File: src/rtl/mem_arbiter.sv
// mem_arbiter: shares the single-port main memory between the I-cache and
// D-cache controllers. Each granted request is run as a block transfer of
// WORDS_PER_BLOCK words, each word occupying MEM_LAT cycles on the memory.
//
// Request handshake (both sides): the requester raises req with a stable
// address (and d_we on the D-side) and keeps req high until it sees its
// done pulse. It must drop req in the done cycle; a req still high in the
// following IDLE cycle is taken as a new request. Read words are presented
// on rdata for exactly one cycle, qualified by the side's rvalid. Writeback
// words are taken from d_wdata, selected by word_idx, in the cycle that
// commits the word.
module mem_arbiter #(
  parameter int ADDR_W          = 32,
  parameter int DATA_W          = 32,
  parameter int WORDS_PER_BLOCK = 4,
  parameter int MEM_LAT         = 4,
  localparam int OFF_W          = $clog2(WORDS_PER_BLOCK)
) (
  input  logic              clk,
  input  logic              rst_b,
  input  logic              i_req,
  input  logic [ADDR_W-1:0] i_addr,
  input  logic              d_req,
  input  logic              d_we,
  input  logic [ADDR_W-1:0] d_addr,
  input  logic [DATA_W-1:0] d_wdata,
  output logic              i_rvalid,
  output logic              d_rvalid,
  output logic [DATA_W-1:0] rdata,
  output logic [OFF_W-1:0]  word_idx,
  output logic              i_done,
  output logic              d_done,
  output logic              grant_d,
  output logic              busy,
  output logic              mem_en,
  output logic              mem_we,
  output logic [ADDR_W-1:0] mem_addr,
  output logic [DATA_W-1:0] mem_wdata,
  input  logic [DATA_W-1:0] mem_rdata
);

  localparam int LAT_W  = (MEM_LAT > 1) ? $clog2(MEM_LAT) : 1;
  localparam int BASE_W = ADDR_W - OFF_W - 2;
  localparam logic [LAT_W-1:0] LAT_MAX = LAT_W'(MEM_LAT - 1);
  localparam logic [OFF_W-1:0] IDX_MAX = OFF_W'(WORDS_PER_BLOCK - 1);

  typedef enum logic [1:0] {
    IDLE   = 2'd0,
    ACCESS = 2'd1,
    DONE   = 2'd2
  } state_t;

  state_t state;
  state_t state_nx;

  logic [BASE_W-1:0] base;
  logic              we_l;
  logic              grant_r;
  logic              last_d;    // last owner: 0 = I, 1 = D
  logic [OFF_W-1:0]  idx_r;
  logic [LAT_W-1:0]  lat_cnt;

  logic take;      // a grant is issued on this edge
  logic take_d;    // the grant goes to the D-side
  logic word_end;  // final latency cycle of the current word
  logic in_access;
  logic rd_word;

  // The block offset and byte offset of the request addresses are replaced
  // by word_idx and 2'b00, so those input bits are intentionally dropped.
  logic unused_addr_bits;
  assign unused_addr_bits = ^{i_addr[OFF_W+1:0], d_addr[OFF_W+1:0]};

  assign word_end  = (lat_cnt == LAT_MAX);
  assign in_access = (state == ACCESS);

  // State register.
  always_ff @(posedge clk or negedge rst_b) begin
    if (!rst_b) state <= IDLE;
    else        state <= state_nx;
  end

  // Next-state and grant decision; a tie goes to the side that did not own
  // the memory last, and D wins the first tie after reset.
  always_comb begin
    state_nx = state;
    take     = 1'b0;
    take_d   = 1'b0;
    case (state)
      IDLE: begin
        if (i_req || d_req) begin
          take     = 1'b1;
          take_d   = d_req && (!i_req || !last_d);
          state_nx = ACCESS;
        end
      end
      ACCESS: begin
        if (word_end && (idx_r == IDX_MAX)) state_nx = DONE;
      end
      DONE:    state_nx = IDLE;
      default: state_nx = IDLE;
    endcase
  end

  // Transfer context: latched at grant, then word/latency counters advance.
  always_ff @(posedge clk or negedge rst_b) begin
    if (!rst_b) begin
      base    <= '0;
      we_l    <= 1'b0;
      grant_r <= 1'b0;
      last_d  <= 1'b0;
      idx_r   <= '0;
      lat_cnt <= '0;
    end else if (take) begin
      base    <= take_d ? d_addr[ADDR_W-1:OFF_W+2] : i_addr[ADDR_W-1:OFF_W+2];
      we_l    <= take_d & d_we;
      grant_r <= take_d;
      last_d  <= take_d;
      idx_r   <= '0;
      lat_cnt <= '0;
    end else if (in_access) begin
      if (word_end) begin
        lat_cnt <= '0;
        if (idx_r != IDX_MAX) idx_r <= idx_r + OFF_W'(1);
      end else begin
        lat_cnt <= lat_cnt + LAT_W'(1);
      end
    end
  end

  // Output decode from the registered state only; reset forces all low.
  assign rd_word   = in_access && word_end && !we_l;
  assign i_rvalid  = rd_word && !grant_r;
  assign d_rvalid  = rd_word &&  grant_r;
  assign rdata     = rd_word ? mem_rdata : '0;
  assign i_done    = (state == DONE) && !grant_r;
  assign d_done    = (state == DONE) &&  grant_r;
  assign busy      = (state != IDLE);
  assign mem_en    = in_access;
  assign mem_we    = in_access && we_l;
  assign mem_addr  = {base, idx_r, 2'b00};
  assign mem_wdata = mem_we ? d_wdata : '0;
  assign word_idx  = idx_r;
  assign grant_d   = grant_r;

endmodule

File: config.mk
export PLATFORM = sky130hd
export DESIGN_NAME = mem_arbiter
export DESIGN_NICKNAME = d
export VERILOG_FILES = /design/src/rtl/mem_arbiter.sv
export SDC_FILE = /design/constraint.sdc
export NUM_CORES = 1
export LEC_CHECK = 0
export CAP_MARGIN = 20
export CELL_PAD_IN_SITES_DETAIL_PLACEMENT = 1
export CELL_PAD_IN_SITES_GLOBAL_PLACEMENT = 2
export CORE_MARGIN = 1.5
export CORE_UTILIZATION = 14
export CTS_CLUSTER_DIAMETER = 100
export CTS_CLUSTER_SIZE = 12
export DETAILED_ROUTE_END_ITERATION = 16
export GPL_TIMING_DRIVEN = 1
export PLACE_DENSITY = 0.83
export SYNTH_ARGS = -nofsm -noshare
export SYNTH_HDL_FRONTEND = slang
export SYNTH_SLANG_ARGS = --single-unit
File: constraint.sdc
create_clock -name clk -period 1.5 [get_ports clk]
set_input_delay 0.3 -clock clk [delete_from_list [all_inputs] [get_ports clk]]
set_output_delay 0.3 -clock clk [all_outputs]
set_load 0.01 [all_outputs]
==> impl_results.md, run 1 <==
* Final instance area at 6470 sq um
* DP HPWL at roughly 9.8 mm
* Min Tclk post-route at between 1500 and 2000 ps
* Vias per cell at approximately 4.4
* Row cnt at between 40 and 50
* Yosys warns at 0
* Worst min path class: input port to asynchronous set/reset pin
* Commonest non-fill, non-tap cell in the layout: clkdlybuf4s50_1
* Clock insertion delay at the later pin of the skew report at around 280 ps
* Post-synth EDFFs at 0
* R2R setup slack at -260 ps
* Layout area overhead at 162%
* Worst setup EP type: output pin
* Final worst-path cycle share at 129%
* Congestion Overflow GR at 0
* Syn Area/Cell at slightly below 10 sq um
* Count of buffers from port buffering at roughly 230
* Failing checks: negative setup slack
* Compound-Gate Fraction of Synth Area at between 10% and 20%
* Detail Route Antenna Nets at 0
* GPL Wtd Cong at between 0.6 and 0.7
* Synth Register Bits at 36
* Clk sink count at 36
* Max Cap Violations at 0
* FF-to-FF path depth at 9
* Skew final at 4.79 ps
* Commonest non-fill, non-tap cells in the layout: clkdlybuf4s50_1 (124), buf_6 (97), dfrtp_1 (36), and2_4 (33), and3_4 (32)
* Met3 Routed Length at around 1.3 mm
* Die outline width at between 100 and 150 um
* WL final at 14.8 mm
* Metal2 WL at between 8 and 9 mm
* Global-route wire length before repair at approximately 21 mm
* Seq/Total Area, Yosys at roughly 36%
* Status: finished, violations left
* Critical Path Source Type: flip-flop
* Initial DRC count at 58
* Vias in the first global route at 3596
* CP Class: flip-flop to output pin
* CP required at roughly 1200 ps
* CTS tree: built
* Leak pwr at between 2 and 3 nW
* Vias at roughly 3300
* Synth async-reset ratio at 100%
* Final Hold Viols at 0
* Multiplexer share of the synthesized area at less than 1%
* Synthesized instance count at between 200 and 300
* Die Height at 136 um
* CTS Root Cell: clkbuf_16
* FMAX at 516 MHz
* Final setup vio count at slightly above 100
* Uppermost metal layer occupied by signal nets: met4
* Library cells used by synthesis at 31
* Layout Utilization at 37.5%
* Max-slew violation count at 0
* Mapped cell area at approximately 2500 sq um
* DRC errors left at 0
* TritonCTS Buffers at 5
* Maximum fanout along the worst path at 8
* RSZ-0062 raised after global routing: yes
* WHS at about 490 ps
* Initial DRT Pass Iterations at 4
* Initial Util at 14.3%
* CTS Buffer Depth at 2
* Synth Area in Adders at under 10%
* Main combinational cell family by area after synthesis: simple AND/OR/NAND/NOR gates
* H-tree lvl count at 2
* CORE AREA at roughly 17000 sq um
* Pwr Density at 1650 nW/um^2
* Synth Flop Type: dfrtp_1
* Post-DP Area at just over 5000 sq um
* Largest net degree at the start of global routing at 35
* Final setup TNS at -31330 ps
* Post-layout net count at about 670
* Simple-gate share of the synthesized area at around two fifths
* Mean routed wirelength per cell at roughly 20 um
* Worst ir drop on vdd at about 0.54 mV
* Total track usage at roughly 15%
* IO Count at around 240
* Met1 wire length at around 5.3 mm
* Share of layout cells above drive strength 1 at about 44%
* DIE AREA at about 18000 sq um
* Crit path DAT at around 1600 ps
* Antenna diode count at 0
* Total power at approximately 11 mW
* Reg clk slew, reported paths at 60 ps
* Worst setup margin at -439 ps
* Xor and xnor area share after synthesis at 0.355%
* Initial antenna violation count at 0
-- critical path, cell delays in order (launching register included) --
cell and delay, ps:
dfrtp_1 350, ha_2 190, nor3b_4 240, buf_6 190, buf_16 130, and2_1 120
buf_2 130
-- power by group --
group | total (mW) | internal [mW] | switching [mW] | leakage (nW)
clock network | 1.07 | 0.663 | 0.407 | 0.0712
registers | 1.78 | 1.46 | 0.312 | 0.434
logic | 7.82 | 4.76 | 3.06 | 2.41
-- cells by family after synthesis --
family,count (synthesis)
buffers and inverters,35
XOR/XNOR,1
other,1
multiplexers,1
AO/OA/AOI/OAI,34
flip-flops,36
adder cells (fa/ha/maj),3
AND/OR/NAND/NOR,141
-- area by class of cell --
type	count	area [sq um]
clock buffers	8	146
inverters	2	22.5
flip-flops and latches	36	901
repair buffers	306	3420
well taps	225	282
multi-input cells	182	1700
fillers	1855	10800
-- cells in the mapped netlist, types with 2 or more instances --
| cell type | n | area, sq um |
|---|---|---|
| and2_1 | 36 | 225 |
| dfrtp_1 | 36 | 901 |
| and3_1 | 33 | 206 |
| nor3b_1 | 29 | 218 |
| a221o_1 | 28 | 280 |
| and4_1 | 28 | 245 |
| clkbuf_1 | 14 | 52.6 |
| buf_2 | 11 | 55.1 |
| buf_4 | 4 | 30.0 |
| nor2_1 | 4 | 15.0 |
| buf_6 | 3 | 33.8 |
| ha_1 | 3 | 37.5 |
| nand2_1 | 3 | 11.3 |
| inv_2 | 2 | 7.51 |
| o21ai_0 | 2 | 10.0 |
-- timing repair --
action | in CTS | in global routing
cloned | 15 | 3
pin swaps | 67 | 46
endpoints found under the hold margin | 15 | 0
gates resized for setup | 451 | 83
hold buffers | 1 | 0
setup buffers | 29 | 9
setup endpoints to repair | 121 | 119
-- per-stage QoR --
step / std cells / worst slack, ps
3_3_place_gp: 706 / -437
6_report: 759 / -439
4_1_cts: 758 / -498
5_1_grt: 759 / -516
3_5_place_dp: 706 / -489
2_1_floorplan: 253 / 3.01
-- flip-flops by register name (all words and copies together) (netlist names) --
signal / cells
base: 28
lat_cnt: 2
state: 2
word_idx: 2
last_d: 1
we_l: 1
-- path summary, 6_finish.rpt --
check / to / start
max in group asynchronous: base[13] / rst_b
min in group clk: base[25] / base[25]
setup / recovery: rdata[14] / lat_cnt[0]
hold / removal: base[16] / rst_b
setup reg to reg: base[22] / state[0]
hold reg to reg: base[25] / base[25]
-- routing by layer --
| metal | vias up | GRT usage, % |
|---|---|---|
| met3 | 6 | 4.26 |
| met1 | 1628 | 15.6 |
| met5 | - | 0 |
| li1 | 1519 | - |
| met2 | 162 | 29.8 |
| met4 | 0 | 3.17 |
Note: power is estimated with default switching activity, not from simulation.
==> run 2, diff against run 1 <==
--- a/config.mk
+++ b/config.mk
@@ -14,6 +14,7 @@
 export CTS_CLUSTER_SIZE = 12
 export DETAILED_ROUTE_END_ITERATION = 16
 export GPL_TIMING_DRIVEN = 1
+export HOLD_SLACK_MARGIN = 0.03
 export PLACE_DENSITY = 0.83
 export SYNTH_ARGS = -nofsm -noshare
 export SYNTH_HDL_FRONTEND = slang
==> results of run 2 <==
No change in the layout: final DEF, timing and power equal those of run 1.
